[src/rtl/map_ss_pkg.sv]
// rtl/map_ss_pkg.sv - shared state encoding and defaults for the save-state sequencer
package map_ss_pkg;

    typedef enum logic [2:0] {
        IDLE,
        S_SET,
        S_MEM,
        L_IDX_MEM,
        L_IDX_CMP,
        L_MEM,
        L_WE,
        FIN
    } ss_state_e;

    localparam int SS_IDX_ADDR    = 127;
    localparam int DEF_REG_CNT    = 10;
    localparam int DEF_SETTLE     = 2;
    localparam int DEF_WE_CYC     = 4;

endpackage

[src/rtl/ss_tmr.sv]
// rtl/ss_tmr.sv - loadable 4-bit down-counter with zero flag for settle/strobe waits
module ss_tmr (
    input  logic       clk,
    input  logic       rst_n,
    input  logic       load,
    input  logic [3:0] load_val,
    input  logic       dec,
    output logic       zero
);

    logic [3:0] cnt_q;
    logic [3:0] cnt_d;

    // Load has priority over decrement; the count parks at zero.
    always_comb begin
        cnt_d = cnt_q;
        if (load) begin
            cnt_d = load_val;
        end else if (dec && (cnt_q != 4'd0)) begin
            cnt_d = cnt_q - 4'd1;
        end
    end

    // Count register.
    always_ff @(posedge clk or negedge rst_n) begin
        if (!rst_n) begin
            cnt_q <= 4'd0;
        end else begin
            cnt_q <= cnt_d;
        end
    end

    assign zero = (cnt_q == 4'd0);

endmodule

[src/rtl/map_ss_seq.sv]
// rtl/map_ss_seq.sv - mapper save-state sequencer: snapshot save and index-checked restore
module map_ss_seq
    import map_ss_pkg::*;
#(
    parameter int REG_CNT  = DEF_REG_CNT,
    parameter int IDX_ADDR = SS_IDX_ADDR,
    parameter int SETTLE   = DEF_SETTLE,
    parameter int WE_CYC   = DEF_WE_CYC
) (
    input  logic       clk,
    input  logic       rst_n,
    input  logic       save_go,
    input  logic       load_go,
    output logic       busy,
    output logic       done,
    output logic       err,
    output logic       ss_act,
    output logic       ss_we,
    output logic [7:0] ss_addr,
    output logic [7:0] ss_wdat,
    input  logic [7:0] ss_rdat,
    output logic       mem_req,
    output logic       mem_we,
    output logic [7:0] mem_addr,
    output logic [7:0] mem_wdat,
    input  logic [7:0] mem_rdat,
    input  logic       mem_ack
);

    localparam logic [6:0] LAST_REG = 7'(REG_CNT - 1);
    localparam logic [6:0] IDX_SLOT = 7'(REG_CNT);
    localparam logic [7:0] IDX_A8   = 8'(IDX_ADDR);
    localparam logic [3:0] SETTLE_L = 4'(SETTLE);
    localparam logic [3:0] WE_L     = 4'(WE_CYC);

    ss_state_e  state_q, state_d;
    logic [6:0] idx_q, idx_d;
    logic [7:0] cmp_q, cmp_d;
    logic       done_q, done_d;
    logic       err_q, err_d;
    logic       ss_act_q, ss_act_d;
    logic       ss_we_q, ss_we_d;
    logic [7:0] ss_addr_q, ss_addr_d;
    logic [7:0] ss_wdat_q, ss_wdat_d;
    logic       mem_req_q, mem_req_d;
    logic       mem_we_q, mem_we_d;
    logic [7:0] mem_wdat_q, mem_wdat_d;

    logic       tmr_load;
    logic [3:0] tmr_val;
    logic       tmr_dec;
    logic       tmr_zero;

    ss_tmr u_tmr (
        .clk      (clk),
        .rst_n    (rst_n),
        .load     (tmr_load),
        .load_val (tmr_val),
        .dec      (tmr_dec),
        .zero     (tmr_zero)
    );

    // Next state, address sequencing and datapath; all outputs are registered
    // from the next state so ss_act/busy track the state and done trails FIN.
    always_comb begin
        state_d    = state_q;
        idx_d      = idx_q;
        cmp_d      = cmp_q;
        err_d      = err_q;
        ss_we_d    = 1'b0;
        ss_addr_d  = ss_addr_q;
        ss_wdat_d  = ss_wdat_q;
        mem_wdat_d = mem_wdat_q;
        tmr_load   = 1'b0;
        tmr_val    = SETTLE_L;
        tmr_dec    = 1'b0;
        case (state_q)
            IDLE: begin
                if (save_go) begin
                    state_d   = S_SET;
                    idx_d     = 7'd0;
                    err_d     = 1'b0;
                    ss_addr_d = 8'd0;
                    tmr_load  = 1'b1;
                end else if (load_go) begin
                    state_d   = L_IDX_MEM;
                    err_d     = 1'b0;
                    ss_addr_d = IDX_A8;
                end
            end
            S_SET: begin
                if (tmr_zero) begin
                    mem_wdat_d = ss_rdat;
                    state_d    = S_MEM;
                end else begin
                    tmr_dec = 1'b1;
                end
            end
            S_MEM: begin
                if (mem_ack) begin
                    if (idx_q == IDX_SLOT) begin
                        state_d = FIN;
                    end else begin
                        idx_d     = idx_q + 7'd1;
                        ss_addr_d = (idx_q == LAST_REG) ? IDX_A8 : {1'b0, idx_q + 7'd1};
                        tmr_load  = 1'b1;
                        state_d   = S_SET;
                    end
                end
            end
            L_IDX_MEM: begin
                if (mem_ack) begin
                    cmp_d    = mem_rdat;
                    tmr_load = 1'b1;
                    state_d  = L_IDX_CMP;
                end
            end
            L_IDX_CMP: begin
                if (!tmr_zero) begin
                    tmr_dec = 1'b1;
                end else if (cmp_q != ss_rdat) begin
                    err_d   = 1'b1;
                    state_d = FIN;
                end else begin
                    idx_d     = 7'd0;
                    ss_addr_d = 8'd0;
                    state_d   = L_MEM;
                end
            end
            L_MEM: begin
                if (mem_ack) begin
                    ss_wdat_d = mem_rdat;
                    tmr_load  = 1'b1;
                    tmr_val   = WE_L;
                    state_d   = L_WE;
                end
            end
            L_WE: begin
                // setup cycle (we low, count WE_CYC), WE_CYC strobe cycles, hold cycle
                if (!tmr_zero) begin
                    ss_we_d = 1'b1;
                    tmr_dec = 1'b1;
                end else if (!ss_we_q) begin
                    if (idx_q == LAST_REG) begin
                        state_d = FIN;
                    end else begin
                        idx_d     = idx_q + 7'd1;
                        ss_addr_d = {1'b0, idx_q + 7'd1};
                        state_d   = L_MEM;
                    end
                end
            end
            FIN: begin
                state_d = IDLE;
            end
            default: begin
                state_d = IDLE;
            end
        endcase
        done_d    = (state_q == FIN);
        ss_act_d  = (state_d != IDLE);
        mem_req_d = (state_d == S_MEM) || (state_d == L_IDX_MEM) || (state_d == L_MEM);
        mem_we_d  = (state_d == S_MEM);
    end

    // State and output registers.
    always_ff @(posedge clk or negedge rst_n) begin
        if (!rst_n) begin
            state_q    <= IDLE;
            idx_q      <= 7'd0;
            cmp_q      <= 8'd0;
            done_q     <= 1'b0;
            err_q      <= 1'b0;
            ss_act_q   <= 1'b0;
            ss_we_q    <= 1'b0;
            ss_addr_q  <= 8'd0;
            ss_wdat_q  <= 8'd0;
            mem_req_q  <= 1'b0;
            mem_we_q   <= 1'b0;
            mem_wdat_q <= 8'd0;
        end else begin
            state_q    <= state_d;
            idx_q      <= idx_d;
            cmp_q      <= cmp_d;
            done_q     <= done_d;
            err_q      <= err_d;
            ss_act_q   <= ss_act_d;
            ss_we_q    <= ss_we_d;
            ss_addr_q  <= ss_addr_d;
            ss_wdat_q  <= ss_wdat_d;
            mem_req_q  <= mem_req_d;
            mem_we_q   <= mem_we_d;
            mem_wdat_q <= mem_wdat_d;
        end
    end

    assign busy     = (state_q != IDLE);
    assign done     = done_q;
    assign err      = err_q;
    assign ss_act   = ss_act_q;
    assign ss_we    = ss_we_q;
    assign ss_addr  = ss_addr_q;
    assign ss_wdat  = ss_wdat_q;
    assign mem_req  = mem_req_q;
    assign mem_we   = mem_we_q;
    assign mem_addr = ss_addr_q;
    assign mem_wdat = mem_wdat_q;

endmodule

[config.mk]
export PLATFORM = sky130hd
export DESIGN_NAME = map_ss_seq
export DESIGN_NICKNAME = d
export VERILOG_FILES = /design/src/rtl/map_ss_pkg.sv /design/src/rtl/ss_tmr.sv /design/src/rtl/map_ss_seq.sv
export SDC_FILE = /design/constraint.sdc
export NUM_CORES = 1
export LEC_CHECK = 0
export BUFFER_PORTS_ARGS = -buffer_cell sky130_fd_sc_hd__buf_4
export CAP_MARGIN = 20
export CELL_PAD_IN_SITES_DETAIL_PLACEMENT = 1
export CELL_PAD_IN_SITES_GLOBAL_PLACEMENT = 1
export CORE_UTILIZATION = 42
export DETAILED_ROUTE_END_ITERATION = 12
export GPL_ROUTABILITY_DRIVEN = 1
export HOLD_SLACK_MARGIN = 0.15
export PLACE_DENSITY = 0.79
export SYNTH_ARGS = -nofsm -noshare
export SYNTH_HDL_FRONTEND = slang
export SYNTH_SLANG_ARGS = --single-unit
export TNS_END_PERCENT = 30
[constraint.sdc]
create_clock -name clk -period 3.45 [get_ports clk]
set_clock_uncertainty 0.2 [all_clocks]
set_input_delay 0 -clock clk [delete_from_list [all_inputs] [get_ports clk]]
set_output_delay 0 -clock clk [all_outputs]
set_load 0.05 [all_outputs]
# --- Word level (Yosys, flattened, before mapping) ---
# Cells that the tools add are included.
classes:
  bitwise: 0
  n_mux: 50
  n_eq_ne: 23
  shifts: 0
  reduce_logical: 19
  n_div: 0
  addsub: 2
  n_lt_le_gt_ge: 0
  mul: 0
ops:
  columns: ["cell", "n"]
  rows:
  - ["$mux 8", 9]
  - ["$mux 7", 9]
  - ["$mux 3", 12]
  - ["$pmux 8 s4", 1]
  - ["$pmux 7 s4", 1]
  - ["$pmux 3 s8", 1]
  - ["$ne 2x2->1 const B", 9]
  - ["$reduce_and 9->1", 2]
  - ["$eq 3x3->1 const B", 5]
  - ["$eq 7x4->1 const B", 2]
  - ["$eq 3x2->1 const B", 4]
  - ["$mux 1", 11]
  - ["$mux 4", 2]
  - ["$ne 8x8->1", 1]
  - ["$reduce_bool 4->1", 2]
  - ["$add 7x1->7 const B", 1]
  - ["$reduce_and 2->1", 3]
  - ["$reduce_bool 3->1", 2]
  - ["$logic_not 4->1", 1]
  - ["$mux 2", 2]
  - ["$reduce_and 4->1", 1]
  - ["$reduce_bool 2->1", 2]
  - ["$sub 4x1->4 const B", 1]
  - ["$eq 3x1->1 const B", 1]
  - ["other kinds (8)", 9]
totals:
  latch_bits: 0
  rom_bits: 0
  wordCells: 107
  out_inout_bits: 39
  ff_bits: 52
  mem_count: 0
  input_bits: 21
  ram_bits: 0

# --- Logic depth before layout (Yosys ltp) ---
logic_depth:
  depth_word: 8
  ltp_mapped: 8
  depth_no_buf: 7

# --- By module ---
# A second synthesis with hierarchy kept.
hier_totals:
  hier_cells: 259
  area_unflattened_um2: 2740.1
by_module_without_submodules:
  columns: ["mod", "area_per_inst_um2", "seq_area_each_um2", "n_inst", "cells_per_inst"]
  rows:
  - ["map_ss_seq", 2487.4, 1176.1, 1, 232]
  - ["ss_tmr", 252.7, 100.1, 1, 27]

# --- Least setup slack after synthesis ---
# Ideal clock, no wire load.
synth_timing:
  path_kind: "flip-flop to flip-flop"
  from: "register ss_we_q, in the netlist ss_we"
  to: "register idx_q[1]"
  required_time_ns: 3.125
  arrival_time_ns: 2.203
  setup_slack_ns: 0.922
  path_buffers: 1
  synth_period_minus_slack_ns: 2.528
  path_stages_with_launch: 7
  cell_sequence: "dfrtp_1 -> or4b_1 -> a211o_1 -> a31oi_1 -> o311ai_1 -> buf_6 -> mux2_4"
synth_via:
  elab_chain_len: 2
synth_lines:
  columns: ["item", "line_no", "source"]
  rows:
  - ["start: declaration", "map_ss_seq.sv:42", "logic ss_we_q, ss_we_d;"]
  - ["start signal: assignment", "map_ss_seq.sv:188", "ss_we_q <= ss_we_d;"]
  - ["$ne 2x2->1 (no source line)", null, null]
  - ["$reduce_and 9->1 (no source line)", null, null]
  - ["end signal: assignment", "map_ss_seq.sv:183", "idx_q <= idx_d;"]
  - ["end: declaration", "map_ss_seq.sv:37", "logic [6:0] idx_q, idx_d;"]
# Every way passes these cells.
# A chain may end at the register's enable or synchronous reset.

# --- Final worst setup path ---
layout_timing:
  from: "register u_tmr.cnt_q[0]"
  to: "register idx_q[0]"
layout_via:
  elab_chain_len: 3
  word_cells_on_any_way: 4
  classes_between: "eq/ne: 2; reduce/logical: 2"
layout_lines:
  columns: ["item", "line_no", "source"]
  rows:
  - ["start: declaration", "ss_tmr.sv:11", "logic [3:0] cnt_q;"]
  - ["start signal: assignment", "ss_tmr.sv:29", "cnt_q <= cnt_d;"]
  - ["$logic_not 4->1 (*)", "ss_tmr.sv:33", "assign zero = (cnt_q == 4'd0);"]
  - ["$ne 2x2->1 (no source line)", null, null]
  - ["$reduce_and 9->1 (no source line) (*)", null, null]
# Mark *: on every way between the ends. The rest lies on a longest branch, timed or not.

==> metrics.cfg <==
[synthesis]
synthArstFlopShare = 1.00
postSynthAreaPerCell_um2 = 11.2
syn-cell-area_um2 = 2620
ys_types = 47
ys_ff_latch = 51
syn-instance-count = 234
yosysSeqAreaShare = 0.487
ys_warn_count = 0
synth-edff-count = 0
ys.flop_type = dfrtp_1

[setup_path]
timing.rr.start = u_tmr.cnt_q[0]
startpoint_type = flip-flop
worstRegToRegCells = 7
critical_path_class = reg -> reg
cp.required_ps = 3450
cp-end-kind = flip-flop
cp_max_fo = 11
crit_start = u_tmr.cnt_q[0]
critPathArrivalTime_ps = 2860

[clock_network]
post_cts_resized = 0
cts_tree = yes
ctsLongestPathBuffers = 2
cts_buffers = 5
path_clk_slew_ps = 100
clk_latency_ps = 310
root_buffer = clkbuf_8
cts.sinks = 51
htree_levels = 2

[power_and_ir_drop]
finalPower_mw = 3.57
p_leak_nw = 1.60
irDropWorstVdd_uv = 707
p_per_area_nw_per_um2 = 1050

[timing]
tightest_slew_ps = 1060
min_period_over_period = 0.830
setup_violations = 0
finalHoldViolCount = 0
setup_tns_ps = 0
rsz0062_at_grt = no
slew_violations = 0
period_needed_ps = 2860
slew_headroom = 0.291
max_freq_mhz = 349

[drt]
ant_nets = 0
drt_drc_violations_left = 0
detailedRoute.firstIterationViolations = 104
wl_per_cell_um = 16.8
vias = 2018
first_pass_iters = 4
viasPerCell = 5.26
wl_um = 6450

[grt]
antenna_found_initial = 0
gr-usage-met1 = 0.263
grt_overflow_total = 0
busiest_layer = met2
grt_pass1_wl_um = 11000
grt_pass1_vias = 2275
grt_max_degree = 52
grtUsageMet2 = 0.385
groute.usage.overall = 0.222
grt_use_met3 = 0.0573

[final_layout]
layout_common_cells = 60 x buf_4, 51 x dfrtp_1, 27 x mux2_2, 22 x dlygate4sd3_1, 16 x inv_1
nets = 333
antenna_cells = 0
regArea_um2 = 1280
n_fill_cell = 648
syn2layout_area_growth_pct = 30.1
drive_gt1_frac = 0.356
multi_input_area_um2 = 1190
final_common_cell = buf_4

[die]
die_width_um = 81.0
die_area_um2 = 6560
core_um2 = 5960
rows = 28
start_util = 0.440
die-height_um = 81.0
io-pin-count = 60

[job]
max-cap-violations = 0

[place]
port_buffers = 57
dp_hpwl_um = 4380
place_congestion = 0.836

[min_path]
holdCritPathClass = in -> reg
worstHoldPathCells = 3
min-delay-start = mem_rdat[6]

[outcome]
status = complete, no violations

## final cells by class
type                            instances  area share
Sequential cell                        51       0.374
Multi-Input combinational cell        151       0.349
Timing Repair Buffer                   83       0.205
Tap cell                               75      0.0275
Clock buffer                            5      0.0202
Inverter                               16      0.0176
Clock inverter                          3     0.00660
## final timing paths
check | end | slack (ps)
worst max-delay path | idx_q[0] | 590
worst min-delay path | ss_wdat[6] | 270
worst max register to register | idx_q[0] | 590
worst min register to register | ss_wdat[5] | 320
max in group asynchronous | ss_we | 2250
min in group asynchronous | ss_wdat[7] | 570
## per-stage QoR
step / cells / instance area, µm² / util / worst slack (ps) / hold WS, ps
detailed placement: 353 / 3070 / 0.516 / 588 / -124
CTS: 384 / 3410 / 0.573 / 568 / 259
floorplan: 235 / 2630 / - / 922 / -496
global route: 384 / 3410 / 0.573 / 426 / 269
finish: 384 / 3410 / 0.573 / 586 / 269
global placement: 353 / 3070 / 0.516 / 693 / -130
## what timing repair did
item | 4_1_cts | 5_1_grt
hold buffers | 23 | 0
buffers inserted | 0 | 0
hold endpoints to repair | 88 | 0
## power by group
part           internal (mW)  switching (mW)
logic                  0.767            1.35
registers              0.863           0.225
clock network          0.147           0.213
## worst max-delay path: stages (launching register included)
cell and delay, ps:
dfrtp_1 390, inv_1 90, ha_1 200, or4b_1 490
a211o_1 310, a31oi_1 260, o311ai_2 380, mux2_1 420
## cell usage after synthesis (all sizes together) (2+ instances only)
cell | number | area, µm²
ha | 4 | 50.1
a21oi | 6 | 30.0
o211ai | 3 | 22.5
mux2 | 33 | 390
clkbuf | 6 | 22.5
nand2 | 10 | 37.5
a211o | 2 | 17.5
or2 | 4 | 25.0
inv | 16 | 60.1
o21ai | 8 | 40.0
dfrtp | 51 | 1280
buf | 11 | 82.6
a31oi | 6 | 37.5
xor2 | 10 | 87.6
and2 | 2 | 15.0
o31ai | 2 | 15.0
nor3 | 3 | 15.0
xnor2 | 5 | 43.8
nor2 | 13 | 48.8
nor3b | 3 | 22.5
nor2b | 4 | 25.0
or3 | 4 | 25.0
a2bb2oi | 4 | 35.0
nand3 | 3 | 15.0
or3b | 2 | 17.5
nor4 | 4 | 25.0
## kinds of logic (layout without fill, tap and decap cells)
group           after synthesis  in the layout  synth area share
simple gates                 59             59             0.126
flops                        51             51             0.487
compound gates               37             37             0.101
mux                          34             34             0.153
buf+inv                      33            107            0.0630
xor+xnor                     15             15            0.0501
fa+ha+maj                     4              4            0.0191
other cells                   1              2           0.00143
## registers in the layout, summed over array words and instances (netlist names)
name         cells
ss_act           1
u_tmr.cnt_q      4
state_q          3
mem_addr         7
mem_wdat         8
ss_wdat          8
mem_req          1
done             1
err              1
mem_we           1
idx_q            7
ss_we            1
cmp_q            8
## metal layers
metal,share of wire,wire (µm)
met5,0,0
met4,0.023,149
met3,0.049,316
met2,0.51,3290
met1,0.42,2700
Power figures use the tool's default switching activity.
